==> src/rtl/somador_serial.sv <==
// Bit-serial WIDTH-bit adder: one full-adder cell reused over WIDTH cycles, valid/ready on both sides.
// Optional subtraction mode (port sub) enabled by defining SOMADOR_SERIAL_SUB_EN.
module somador_serial #(
    parameter int WIDTH = 8
) (
    input  logic             clk,
    input  logic             rst_n,
    input  logic             in_valid,
    output logic             in_ready,
    input  logic [WIDTH-1:0] a,
    input  logic [WIDTH-1:0] b,
    input  logic             carry_in,
`ifdef SOMADOR_SERIAL_SUB_EN
    input  logic             sub,
`endif
    output logic             out_valid,
    input  logic             out_ready,
    output logic [WIDTH-1:0] sum,
    output logic             carry_out,
    output logic             busy
);

    localparam int CW = $clog2(WIDTH) + 1;

    typedef enum logic [1:0] {
        IDLE,
        SHIFT,
        DONE
    } state_t;

    state_t           state;
    state_t           state_next;
    logic [WIDTH-1:0] a_sh;
    logic [WIDTH-1:0] b_sh;
    logic [WIDTH-1:0] acc;
    logic [WIDTH-1:0] acc_next;
    logic [WIDTH-1:0] b_load;
    logic             c_load;
    logic             carry_q;
    logic [CW-1:0]    cnt;
    logic             cell_sum;
    logic             cell_carry;
    logic             load;
    logic             last;

    // single full-adder slice, carry closed through carry_q
    assign cell_sum   = a_sh[0] ^ b_sh[0] ^ carry_q;
    assign cell_carry = (a_sh[0] & b_sh[0]) | (carry_q & (a_sh[0] ^ b_sh[0]));

    // sum bit enters at MSB; written as a wide shift so WIDTH=1 needs no special case
    assign acc_next = WIDTH'({cell_sum, acc} >> 1);
    assign last     = (cnt == CW'(WIDTH - 1));

`ifdef SOMADOR_SERIAL_SUB_EN
    assign b_load = sub ? ~b : b;
    assign c_load = sub ? 1'b1 : carry_in;
`else
    assign b_load = b;
    assign c_load = carry_in;
`endif

    always_comb begin
        state_next = state;
        in_ready   = 1'b0;
        out_valid  = 1'b0;
        busy       = 1'b0;
        load       = 1'b0;
        case (state)
            IDLE: begin
                in_ready = 1'b1;
                if (in_valid) begin
                    load       = 1'b1;
                    state_next = SHIFT;
                end
            end
            SHIFT: begin
                busy = 1'b1;
                if (last) state_next = DONE;
            end
            DONE: begin
                out_valid = 1'b1;
                in_ready  = out_ready;
                if (out_ready) begin
                    if (in_valid) begin
                        load       = 1'b1;
                        state_next = SHIFT;
                    end else begin
                        state_next = IDLE;
                    end
                end
            end
            default: state_next = IDLE;
        endcase
    end

    always_ff @(posedge clk or negedge rst_n) begin
        if (!rst_n) begin
            state     <= IDLE;
            a_sh      <= '0;
            b_sh      <= '0;
            acc       <= '0;
            carry_q   <= 1'b0;
            cnt       <= '0;
            sum       <= '0;
            carry_out <= 1'b0;
        end else begin
            state <= state_next;
            if (load) begin
                a_sh    <= a;
                b_sh    <= b_load;
                carry_q <= c_load;
                cnt     <= '0;
            end else if (state == SHIFT) begin
                a_sh    <= a_sh >> 1;
                b_sh    <= b_sh >> 1;
                carry_q <= cell_carry;
                cnt     <= cnt + CW'(1);
                acc     <= acc_next;
                // visible result only changes on the DONE entry edge
                if (last) begin
                    sum       <= acc_next;
                    carry_out <= cell_carry;
                end
            end
        end
    end

endmodule

==> config.mk <==
export PLATFORM = sky130hd
export DESIGN_NAME = somador_serial
export DESIGN_NICKNAME = d
export VERILOG_FILES = /design/src/rtl/somador_serial.sv
export SDC_FILE = /design/constraint.sdc
export NUM_CORES = 1
export LEC_CHECK = 0
export CAP_MARGIN = 10
export CORE_MARGIN = 10
export CORE_UTILIZATION = 41
export CTS_CLUSTER_DIAMETER = 200
export DETAILED_ROUTE_END_ITERATION = 8
export PLACE_DENSITY = 0.66
export SLEW_MARGIN = 25
export SYNTH_ARGS = -nofsm -noshare
export SYNTH_HDL_FRONTEND = slang
export SYNTH_SLANG_ARGS = --single-unit
==> constraint.sdc <==
create_clock -name clk -period 3.1 [get_ports clk]
set_input_delay 0.775 -clock clk [delete_from_list [all_inputs] [get_ports clk]]
set_output_delay 0.775 -clock clk [all_outputs]
set_load 0.01 [all_outputs]
### After elaboration in Yosys (flattened, before gate mapping)

Index checks and enable logic that the tools add are counted.

* bitwise operators: 6
* add/sub/neg operators: 1
* eq/ne operators: 6
* muxes and demuxes: 19
* reductions and logical operators: 5

Operator list (number)
* 2-to-1 mux 8 bit: 4
* 2-to-1 mux 4 bit: 2
* 2-to-1 mux 1 bit: 7
* 2-to-1 mux 2 bit: 3
* inequality test 2 bit, second input constant: 3
* one-hot mux 2 bit (3 select lines): 1
* AND reduction 3 bit: 2
* adder 4 x 1 -> 4 bit, second input constant: 1
* == test 4 x 3 -> 1 bit, second input constant: 1
* one-hot mux 1 bit (2 select lines): 2
* bitwise AND 1 bit: 2
* == test 2 x 1 -> 1 bit, second input constant: 1
* == test 2 bit, second input constant: 1
* logical NOT 2 bit: 1
* AND reduction 2 bit: 1
* nonzero test 2 bit: 1
* XOR 1 bit: 2
* inverter 1 bit: 1
* OR 1 bit: 1

* word-level logic and storage cells: 45
* output and inout bits: 12
* register bits after elaboration: 40
* bits of input ports: 21

### Logic depth before layout (Yosys ltp)

* word-level depth: 5
* mapped depth: 6

### Least setup slack after synthesis

Ideal clock, no wire load.

* kind: input to register
* start: input port out_ready
* end: register carry_q
* stages on the path: 5
* data arrival time: 1.686 ns
* required time: 2.974 ns
* path buffers: 2
* path slack: 1.288 ns
* path through: nand2b_1 > clkbuf_1 > and2_1 > buf_2 > a221o_1

* word-level cells in the longest chain between the ends: 3
* elaborated cells on any way between the ends: 4
* classes of those cells: mux (3); reduce/logical (1)

RTL lines
* start, declared: line 17 `input logic out_ready,`
* 2-to-1 mux 1 bit (*): line 83 `if (out_ready) begin`
* one-hot mux 1 bit (2 select lines) (*): line 68 `case (state)`
* 2-to-1 mux 1 bit or nonzero test 2 bit (tied branches)
* end signal, assigned: line 111 `carry_q <= c_load;`
* end signal, assigned: line 116 `carry_q <= cell_carry;`
* end, declared: line 39 `logic carry_q;`

Mark *: on every way between the ends. The rest lies on a longest branch, timed or not.
A chain may end at the register's enable or synchronous reset.

### Final worst setup path

* start: input port out_ready
* end: output port in_ready

* word-level cells in the longest chain between the ends: 1

RTL lines
* one-hot mux 1 bit (2 select lines): line 68
* end, declared: line 9 `output logic in_ready,`

No other way between the ends.

==> impl_metrics.sql <==
INSERT INTO impl_metrics (metric_group, metric, value, unit) VALUES
('placement', 'place.detailed.hpwl', '2.61', 'mm'),
('route', 'initial_drt_pass_iterations', '4', ''),
('placement', 'numPlacedInstances', '232', ''),
('yosys', 'synth_async_sr_flop_share', '1.00', ''),
('setup_path', 'worst-endpoint-arrival', '2020', 'ps'),
('setup_path', 'timing.critical_path.slowest_cell_delay', '560', 'ps'),
('clock_tree', 'clkSlewWorstSetupHoldPaths', '70', 'ps'),
('pwr', 'worst_ir_drop_on_vdd', '370', 'µV'),
('die', 'die_area', '0.00716', 'mm²'),
('setup_path', 'path_common_cell', 'sky130_fd_sc_hd__clkdlybuf4s50_1', ''),
('worst_hold_path', 'hold_start', 'acc[1]$_DFFE_PN0P_', ''),
('setup_path', 'critical_path.max_fanout', '2', ''),
('pwr', 'power_density', '928', 'mW/mm²'),
('pwr', 'p_comb_frac', '0.393', ''),
('route', 'via_count', '1213', ''),
('clock_tree', 'tritoncts', 'yes', ''),
('setup_path', 'critPathKind', 'in2out', ''),
('yosys', 'synth.net_count', '178', ''),
('route', 'first_iter_violations', '54', ''),
('setup_path', 'setup.worst_path.end_class', 'output pin', ''),
('pwr', 'power_frac_clock', '0.181', ''),
('yosys', 'yosysUniqueCellTypes', '25', ''),
('clock_tree', 'insertion_delay', '280', 'ps'),
('global_routing', 'grt_max_degree', '40', ''),
('route', 'vias_per_inst', '5.05', ''),
('sta', 'period_share', '0.903', ''),
('setup_path', 'timing.critical_path.slowest_stage_cell', 'sky130_fd_sc_hd__clkdlybuf4s50_1', ''),
('yosys', 'syn_avg_cell_area', '11.1', 'µm²'),
('die', 'number_of_top_level_pins', '33', ''),
('route', 'avg_wl_per_cell', '15.1', 'µm'),
('yosys', 'synth.top_cell.area_share', '0.570', ''),
('sta', 'finalSetupViolCount', '0', ''),
('setup_path', 'series_of_cell_instances_along_the_critical_path', 'clkdlybuf4s50_1, inv_1, a21oi_1, clkdlybuf4s50_1', ''),
('sta', 'rsz_0062_raised_after_global_routing', 'false', ''),
('global_routing', 'grt_antenna_before_repair', '0', ''),
('clock_tree', 'cts_root_buffer_type', 'sky130_fd_sc_hd__clkbuf_8', ''),
('setup_path', 'worst_setup_path_startpoint', 'out_ready', ''),
('layout', 'nets', '212', ''),
('setup_path', 'cp_num_cells', '4', ''),
('placement', 'gpl.final_weighted_congestion', '0.747', ''),
('sta', 'final-hold-violation-count', '0', ''),
('status', 'outcome', 'complete, no violations', ''),
('pwr', 'sw_frac', '0.340', ''),
('sta', 'setup_tns', '0', 'ps'),
('clock_tree', 'post_cts_resized', '0', ''),
('layout', 'drive_gt1_frac', '0.121', ''),
('clock_tree', 'cts_inserted_buffers', '5', ''),
('layout', 'num-fill-cells', '372', ''),
('layout', 'antenna_cells', '0', ''),
('die', 'die_w', '84.6', 'µm'),
('pwr', 'p_leak', '0.978', 'nW'),
('global_routing', 'first_global_vias', '1319', ''),
('clock_tree', 'cts.hold.buffers_added', '0', ''),
('yosys', 'post_synth_most_frequent_cells', '39 x sky130_fd_sc_hd__dfrtp_1, 26 x sky130_fd_sc_hd__nand2_1, 16 x sky130_fd_sc_hd__o21ai_0, 15 x sky130_fd_sc_hd__nand3_1, 12 x sky130_fd_sc_hd__mux2i_1', ''),
('global_routing', 'grt_first_pass_wirelength', '6.49', 'mm'),
('setup_path', 'timing.critical_path.max_delay_family', 'buffers and inverters', ''),
('global_routing', 'groute.usage.overall', '0.111', ''),
('yosys', 'postSynth.topFlopCell', 'sky130_fd_sc_hd__dfrtp_1', ''),
('pwr', 'int_power', '0.00133', 'W'),
('placement', 'port_buffers', '32', ''),
('setup_path', 'critical_path_buf_inv_count', '3', ''),
('sta', 'clock_skew_after_layout', '3.20', 'ps'),
('sta', 'final_period_minus_worst_setup_slack', '2800', 'ps'),
('layout', 'area_delta_synth_final', '27.0', '%'),
('die', 'rows', '23', ''),
('global_routing', 'grt.overflow.total', '0', ''),
('route', 'route.detailed.drc', '0', ''),
('yosys', 'synth.most_common_cell', 'sky130_fd_sc_hd__dfrtp_1', ''),
('yosys', 'synth.cell_area', '0.00171', 'mm²'),
('pwr', 'net-switching-power', '0.000686', 'W'),
('run', 'cap_violations', '0', '');
[area by class of cell]
cell class              count  area, µm²  share of cell area
inverters                   2       7.51             0.00345
repair buffers             37        353               0.162
multi-input cells         104        676               0.311
flip-flops and latches     39        976               0.449
clock buffers               8        100              0.0460
well taps                  50       62.6              0.0288
[power by group through the flow]
stage,registers [W],logic [W],clock network (W)
after floorplan,0.000860,0.000517,0
after global placement,0.000860,0.000782,0
after detailed placement,0.000873,0.000809,0
after CTS,0.000863,0.000811,0.000381
after global routing,0.000897,0.000903,0.000405
final,0.000861,0.000792,0.000364
[logic make-up after synthesis]
family                   synth area share
AND/OR/NAND/NOR                     0.156
flip-flops                          0.570
AO/OA/AOI/OAI                      0.0804
multiplexers                        0.129
buffers and inverters              0.0358
XOR/XNOR                           0.0102
adder cells (fa/ha/maj)            0.0190
[layout by cell type (no fill, tap or decap)]
| master | count |
|---|---|
| sky130_fd_sc_hd__dfrtp_1 | 39 |
| sky130_fd_sc_hd__clkdlybuf4s50_1 | 31 |
| sky130_fd_sc_hd__nand2_1 | 26 |
| sky130_fd_sc_hd__o21ai_0 | 16 |
| sky130_fd_sc_hd__nand3_1 | 15 |
| sky130_fd_sc_hd__mux2i_1 | 12 |
| sky130_fd_sc_hd__mux2_2 | 9 |
| sky130_fd_sc_hd__clkbuf_8 | 7 |
| sky130_fd_sc_hd__buf_4 | 5 |
| sky130_fd_sc_hd__a21oi_1 | 4 |
| sky130_fd_sc_hd__and2_1 | 4 |
| sky130_fd_sc_hd__nand2b_1 | 3 |
| sky130_fd_sc_hd__a221o_1 | 3 |
| sky130_fd_sc_hd__inv_1 | 2 |
| sky130_fd_sc_hd__nor2b_1 | 2 |
| sky130_fd_sc_hd__nor2_1 | 2 |
| sky130_fd_sc_hd__nor3_4 | 1 |
| sky130_fd_sc_hd__or3_1 | 1 |
| sky130_fd_sc_hd__nand3b_1 | 1 |
| sky130_fd_sc_hd__xor2_1 | 1 |
| sky130_fd_sc_hd__a21o_1 | 1 |
| sky130_fd_sc_hd__xnor2_1 | 1 |
| sky130_fd_sc_hd__fa_1 | 1 |
| sky130_fd_sc_hd__ha_1 | 1 |
| sky130_fd_sc_hd__clkbuf_1 | 1 |
| sky130_fd_sc_hd__buf_2 | 1 |
[registers in the layout, indices dropped and copies added (netlist names)]
register and cells:
acc 7, carry_q 1, b_sh 8, sum 8, state 2, a_sh 8, carry_out 1, cnt 4
[worst reg2reg max path: cells and delay by family (launching register included)]
family | cells | cell delay, ps
and+or+nand+nor | 2 | 650
DFF | 1 | 420
buffers and inverters | 1 | 250
muxes | 1 | 400
[path summary, 6_finish.rpt]
path / slack [ps] / end
min: 480 / acc[1]$_DFFE_PN0P_
max in group asynchronous: 1980 / b_sh[4]$_DFFE_PN0P_
min in group asynchronous: 600 / a_sh[7]$_DFFE_PN0P_
max reg2reg: 1270 / sum[6]$_DFFE_PN0P_
max: 300 / in_ready
min reg2reg: 480 / acc[1]$_DFFE_PN0P_
[metal layers]
metal | share of wire | vias to the layer above | global-route usage
li1 | - | 597 | -
met1 | 0.45 | 591 | 0.128
met2 | 0.48 | 20 | 0.178
met3 | 0.047 | 5 | 0.0386
met4 | 0.024 | 0 | 0.0539
met5 | 0 | - | 0
[stage by stage]
step,instance area [µm²],setup WS (ps),util
finish,2170,301,0.540
global route,2170,196,0.540
CTS,2170,277,0.540
detailed placement,2070,294,0.515
global placement,2070,302,0.515
floorplan,1710,1290,-
Power figures use the tool's default switching activity.
